--- config.mk ---
export PLATFORM = sky130hd
export DESIGN_NAME = int_issue_block
export DESIGN_NICKNAME = d
export VERILOG_FILES = /design/src/rtl/int_issue_block_pkg.sv /design/src/rtl/int_issue_block_alu.sv /design/src/rtl/int_issue_block.sv
export SDC_FILE = /design/constraint.sdc
export NUM_CORES = 1
export LEC_CHECK = 0
export CORE_MARGIN = 4
export CORE_UTILIZATION = 47
export DETAILED_ROUTE_END_ITERATION = 12
export HOLD_SLACK_MARGIN = 0.03
export MAX_ROUTING_LAYER = met4
export PLACE_DENSITY = 0.87
export SYNTH_ARGS = -nofsm -noshare
export SYNTH_HDL_FRONTEND = slang
export SYNTH_HIERARCHICAL = 1
export SYNTH_SLANG_ARGS = --single-unit
--- constraint.sdc ---
create_clock -name clk -period 8.03 [get_ports clk]
set_clock_uncertainty 0.2 [all_clocks]
set_input_delay 1.2045 -clock clk [delete_from_list [all_inputs] [get_ports clk]]
set_output_delay 1.2045 -clock clk [all_outputs]
set_load 0.005 [all_outputs]
--- src/rtl/int_issue_block_pkg.sv ---
// int_issue_block_pkg: opcode, width and state definitions shared by the integer issue block and its ALU
package int_issue_block_pkg;
  localparam logic [1:0] OP_IMM = 2'b01;
  localparam logic [1:0] OP_REG = 2'b10;
  localparam int TAG_W = 6;
  localparam int DATA_W = 32;
  typedef enum logic [1:0] {IDLE, EXEC, WAIT_CDB} state_t;
endpackage

--- src/rtl/int_issue_block_alu.sv ---
// int_alu: combinational rs1+imm / rs1+rs2 adder selected by opcode, carry dropped
import int_issue_block_pkg::*;
module int_alu #(
  parameter int DATA_WIDTH = DATA_W
) (
  input  logic [1:0]            opcode,
  input  logic [DATA_WIDTH-1:0] rs1,
  input  logic [DATA_WIDTH-1:0] rs2,
  input  logic [DATA_WIDTH-1:0] imm,
  output logic [DATA_WIDTH-1:0] result
);
  assign result = rs1 + (opcode == OP_REG ? rs2 : imm);
endmodule

--- src/rtl/int_issue_block.sv ---
// int_issue_block: issue-queue consumer that executes one op, then holds its tagged result on the CDB until granted (INT_ISSUE_BACK_TO_BACK_EN allows accept on the grant cycle)
import int_issue_block_pkg::*;
module int_issue_block #(
  parameter int EXEC_LATENCY = 1,
  parameter int TAG_WIDTH    = TAG_W,
  parameter int DATA_WIDTH   = DATA_W
) (
  input  logic                  clk,
  input  logic                  reset,
  input  logic                  flush,
  input  logic                  issueque_ready,
  input  logic [1:0]            issueque_opcode,
  input  logic [DATA_WIDTH-1:0] issueque_rs1_data,
  input  logic [DATA_WIDTH-1:0] issueque_rs2_data,
  input  logic [DATA_WIDTH-1:0] issueque_imm_data,
  input  logic [TAG_WIDTH-1:0]  issueque_rd_tag,
  output logic [1:0]            read_pointer,
  output logic                  issueblk_done,
  output logic                  cdb_req,
  input  logic                  cdb_grant,
  output logic [TAG_WIDTH-1:0]  cdb_tag,
  output logic [DATA_WIDTH-1:0] cdb_data
);
  localparam logic [3:0] LAT_M1 = 4'(EXEC_LATENCY - 1);
  state_t state, state_n;
  logic [3:0] cnt, cnt_n;
  logic [DATA_WIDTH-1:0] result;
  logic accept_slot;
  int_alu #(.DATA_WIDTH(DATA_WIDTH)) u_alu (
    .opcode (issueque_opcode),
    .rs1    (issueque_rs1_data),
    .rs2    (issueque_rs2_data),
    .imm    (issueque_imm_data),
    .result (result)
  );
`ifdef INT_ISSUE_BACK_TO_BACK_EN
  assign accept_slot = state == IDLE || (state == WAIT_CDB && cdb_grant);
`else
  assign accept_slot = state == IDLE;
`endif
  assign issueblk_done = accept_slot && issueque_ready && !reset && !flush;
  assign cdb_req = state == WAIT_CDB;
  always_comb begin
    state_n = state;
    cnt_n = cnt;
    if (issueblk_done) begin
      state_n = EXEC_LATENCY == 1 ? WAIT_CDB : EXEC;
      cnt_n = LAT_M1;
    end else if (state == EXEC) begin
      state_n = cnt == 4'd1 ? WAIT_CDB : EXEC;
      cnt_n = cnt - 4'd1;
    end else if (state == WAIT_CDB && cdb_grant) begin
      state_n = IDLE;
    end
  end
  always_ff @(posedge clk) begin
    if (reset || flush) begin
      state <= IDLE;
      cnt <= '0;
      read_pointer <= '0;
      cdb_tag <= '0;
      cdb_data <= '0;
    end else begin
      state <= state_n;
      cnt <= cnt_n;
      if (issueblk_done) begin
        read_pointer <= read_pointer + 2'd1;
        cdb_tag <= issueque_rd_tag;
        cdb_data <= result;
      end
    end
  end
endmodule

==> results.md <==
Detailed routing:
- The total via count in the routed design is 3,770.
- The per-cell via count in the routed design is 5.800.
- After detailed routing, the number of remaining DRC violations is 0.
- The length of the first detailed-routing pass in iterations is 5.
- The count of antenna-violating nets left after detailed routing is 0.
- The number of violations reported at the end of detailed-routing iteration 0 is 136.
- The average wire per cell in the routed design is 16.91 µm.
- The routed design has 10,990 µm of wire.

Timing:
- The total count of hold-check failures in the final report is 0.
- Setup violations remaining at the end of the flow were counted as 0.
- The relative slew slack is 44.05%.
- For the finished layout, the period the worst path requires is 5035 ps.
- Of the available clock period, the critical path in the final layout requires 62.70%.
- Derived from the worst setup path, the maximum achievable clock frequency is 198.6 MHz.
- The transition time of the tightest slew-check pin is 839.2 ps.
- The worst path setup slack after routing is 2995 ps.
- Setup repair after global routing left no endpoint under its margin.
- The final-layout setup total negative slack is 0 ps.
- The tightest hold path in the finished design has a slack of 283.4 ps.
- The number of max-slew violations in the final report came to 0.

Clock network:
- The total clock sinks is 46.
- The number of cells upsized or downsized after cts is 0.
- After clock tree synthesis, the clock-pin slew on the worst setup and hold paths is 90 ps.
- The total clock buffers created by CTS is 5.
- The clock insertion delay at the later pin of the skew report is 300 ps.
- Counting along the longest clock path gives a buffer depth of 2.
- The root buffer cell is clkbuf_8.
- After clock tree synthesis, the flow added hold-fix buffers numbering 0.
- Once the clock tree was built, the setup fixing pass inserted 0 buffers.
- The clock tree from TritonCTS is yes.
- The H-tree was split into 2 levels.

Critical path:
- The worst setup path is captured at a flop.
- The critical path starts at issueque_opcode[0].
- Among the stages of the critical path, the cell type that occurs most often is o21ai_0.
- At the worst endpoint, the arrival time is 5040 ps.
- The kind of launch point of the worst setup path is a primary input.
- The maximum fanout count along the critical path is 32.
- The slowest stage of the critical path is the nand2b_2 cell.
- The startpoint of the worst-slack reg-to-reg timing path is state[0].
- The worst stage delay on the critical path is 660 ps.
- The category of the critical setup timing path is primary input to flop.
- Walking the worst path, the cells encountered are clkdlybuf4s50_1 > nand2b_2 > mux2_2 > ha_1 > a21oi_1 > o211ai_1 > o21ai_0 > o21ai_0 > a21boi_0 > o21bai_1 > xor2_1 > a22o_1.
- Data on the critical path is required at its endpoint by 8030 ps.

GRT:
- The via count of the first global-routing pass was 3,752.
- The maximum number of pins on one net before global-route repair is 40.
- The initial antenna violation count is 0.
- The aggregate global routing overflow is 0.
- The wire length of the first global-routing pass is 16,820 µm.
- In the global route stage, overall resource usage came out at 23.60%.

Die:
- The initialized floorplan defines 31 standard-cell rows.
- The die covers 9248 µm².
- The y dimension of the die is 96.17 µm.
- The floorplan die width is 96.17 µm.
- For this configuration, the core starts out at a cell density of 49.32%.
- In this run the standard cell core region covers 7408 µm².
- The number of primary I/O pins is 151.

Placed design:
- Port buffering added 150 buffers.
- Detailed placement finished with a half-perimeter wire length of 8645 µm.
- At the placement stage, the worst setup path has a slack of 2689 ps.
- The congestion estimate from routability-driven global placement came to 0.8978.

Logic synthesis:
- Yosys attributes the largest share of cell area to dfxtp_1 (25%), ha_1 (12%), mux2_2 (9.6%), a22o_1 (9.1%), a21oi_1 (4.2%).
- The top-area cell type share of the netlist area is 25.21%.
- After synthesis the netlist holds a flip-flop and latch count of 46.
- The share of flip-flops with an asynchronous set or reset after synthesis is 0%.
- Synthesis produced a netlist whose cell count is 409.
- Summed over all instances, the cell type with the most area after synthesis is dfxtp_1.
- The most used flip-flop cell after synthesis is dfxtp_1.
- Sequential cells were found to cover 25.21% of the synthesized design area.
- The summed instance area of the synthesized netlist is 3654 µm².
- The synthesized net count is 555.
- The number of different library cells used by synthesis comes to 59.
- The average instance in the mapped netlist occupies 8.933 µm².
- In this run, synthesis inferred 0 flip-flops with an integrated enable.
- Yosys printed 6 warnings.

Cells and area:
- The fill cell instance count of the final layout is 574.
- From synthesis to final layout, the design area changed by 45.75%.
- The post-route netlist has 10.34% of its cells at a drive strength greater than 1.
- The number of antenna diodes in the final layout is 0.
- The multi-input combinational cells in the finished layout cover a total of 2580 µm².
- The share of the core filled with cells is 71.88%.
- At the end of the flow, the number of nets in the layout was 696.
- Across the whole layout, storage elements account for 920.9 µm².

Pwr:
- Power spread over the standard cell area amounts to 137.8 nW/µm².
- The overall power is 733.9 µW.
- The worst-case IR drop observed on VDD is 88.75 µV.
- The static power due to leakage is 0.002112 µW.

Min path:
- The kind of path behind the tightest hold check is flop to flop.
- The source of the worst hold timing path is cdb_data[1].

Job:
- Max-cap violations in this run came to 0.

Outcome:
- The run finished with clean final reports.
-- final cells by class --
cell class / count / share of cell area (%)
repair buffers: 152 / 28.48
well taps: 99 / 2.326
flip-flops and latches: 46 / 17.29
multi-input cells: 326 / 48.45
clock buffers: 5 / 1.292
inverters: 19 / 1.339
clock inverters: 3 / 0.8224
-- worst max-delay path, delay by kind of cell --
kind	cells	cell delay, ps
muxes	1	430
and+or+nand+nor	1	660
AOI/OAI and AO/OA	7	1730
buffers and inverters	1	460
xor gates and xnor gates	1	150
adders and majority gates	1	350
-- cells in the mapped netlist, types with 2 or more instances --
| cell | instances |
|---|---|
| nor3_1 | 6 |
| a21o_1 | 6 |
| ha_1 | 36 |
| o211ai_1 | 6 |
| nor2_1 | 23 |
| a31oi_1 | 5 |
| o21a_1 | 6 |
| buf_2 | 5 |
| nand2_1 | 30 |
| a221oi_1 | 2 |
| a21oi_1 | 31 |
| o21ai_0 | 11 |
| clkbuf_1 | 10 |
| xnor2_1 | 17 |
| dfxtp_1 | 46 |
| inv_1 | 19 |
| nor3b_1 | 3 |
| nor2b_1 | 4 |
| o41ai_1 | 2 |
| a211oi_1 | 2 |
| nand3_1 | 6 |
| mux2_2 | 31 |
| o21bai_1 | 4 |
| o2111ai_1 | 2 |
| a22o_1 | 38 |
| xor2_1 | 13 |
| nand4_1 | 6 |
| nand3b_1 | 2 |
| buf_6 | 2 |
| a21boi_0 | 3 |
| a221oi_2 | 2 |
| nand2b_1 | 2 |
| a21oi_2 | 2 |
-- per-layer routing --
layer | routed length (µm) | global-route usage (%)
met1 | 4355 | 26.43
met2 | 5581 | 42.67
met3 | 783 | 2.815
met5 | 0 | -
met4 | 270 | 8.768
-- final timing paths --
| check | cells after the start | slack (ps) | end |
|---|---|---|---|
| setup / recovery | 12 | 3000 | cdb_data[23] |
| hold / removal | 1 | 280 | cdb_data[1] |
| setup reg to reg | 4 | 6160 | cdb_data[16] |
| hold reg to reg | 1 | 280 | cdb_data[1] |
-- cells in the final DEF, fill, tap and decap left out, types with 6 or more instances in the layout --
| master | instances |
|---|---|
| nand3_1 | 6 |
| xnor2_1 | 17 |
| o21ai_0 | 11 |
| nand2_1 | 30 |
| inv_1 | 19 |
| nor2_1 | 23 |
| a21oi_1 | 31 |
| o21a_1 | 6 |
| nand4_1 | 6 |
| xor2_1 | 13 |
| ha_1 | 36 |
| a21o_1 | 6 |
| o211ai_1 | 6 |
| dfxtp_1 | 46 |
| a22o_1 | 38 |
| clkdlybuf4s50_1 | 150 |
| mux2_2 | 31 |
-- cells by family after synthesis --
group	Yosys count	share of synthesized area (%)
buffers and inverters	37	4.383
muxes	32	9.829
and+or+nand+nor	92	12.74
adders and majority gates	37	12.88
xor gates and xnor gates	30	7.192
AOI/OAI and AO/OA	135	27.77
DFF	46	25.21
-- registers in the layout, indices dropped and copies added (netlist names) --
name          flops
read_pointer      2
state             2
cdb_tag           6
cnt               4
cdb_data         32
-- stage by stage --
step | cells | instance area, µm²
finish | 650 | 5325
floorplan | 409 | 3654
global placement | 642 | 5213
detailed placement | 642 | 5213
CTS | 650 | 5325
global route | 650 | 5325
-- power breakdown --
group	switching, µW	total [µW]	internal [µW]	leakage (µW)
clock network	86.3	180	93.5	0.0000585
logic	144	307	163	0.00168
registers	7.66	247	240	0.000374
total	238	734	496	0.00211
(Power assumes the default switching activity.)
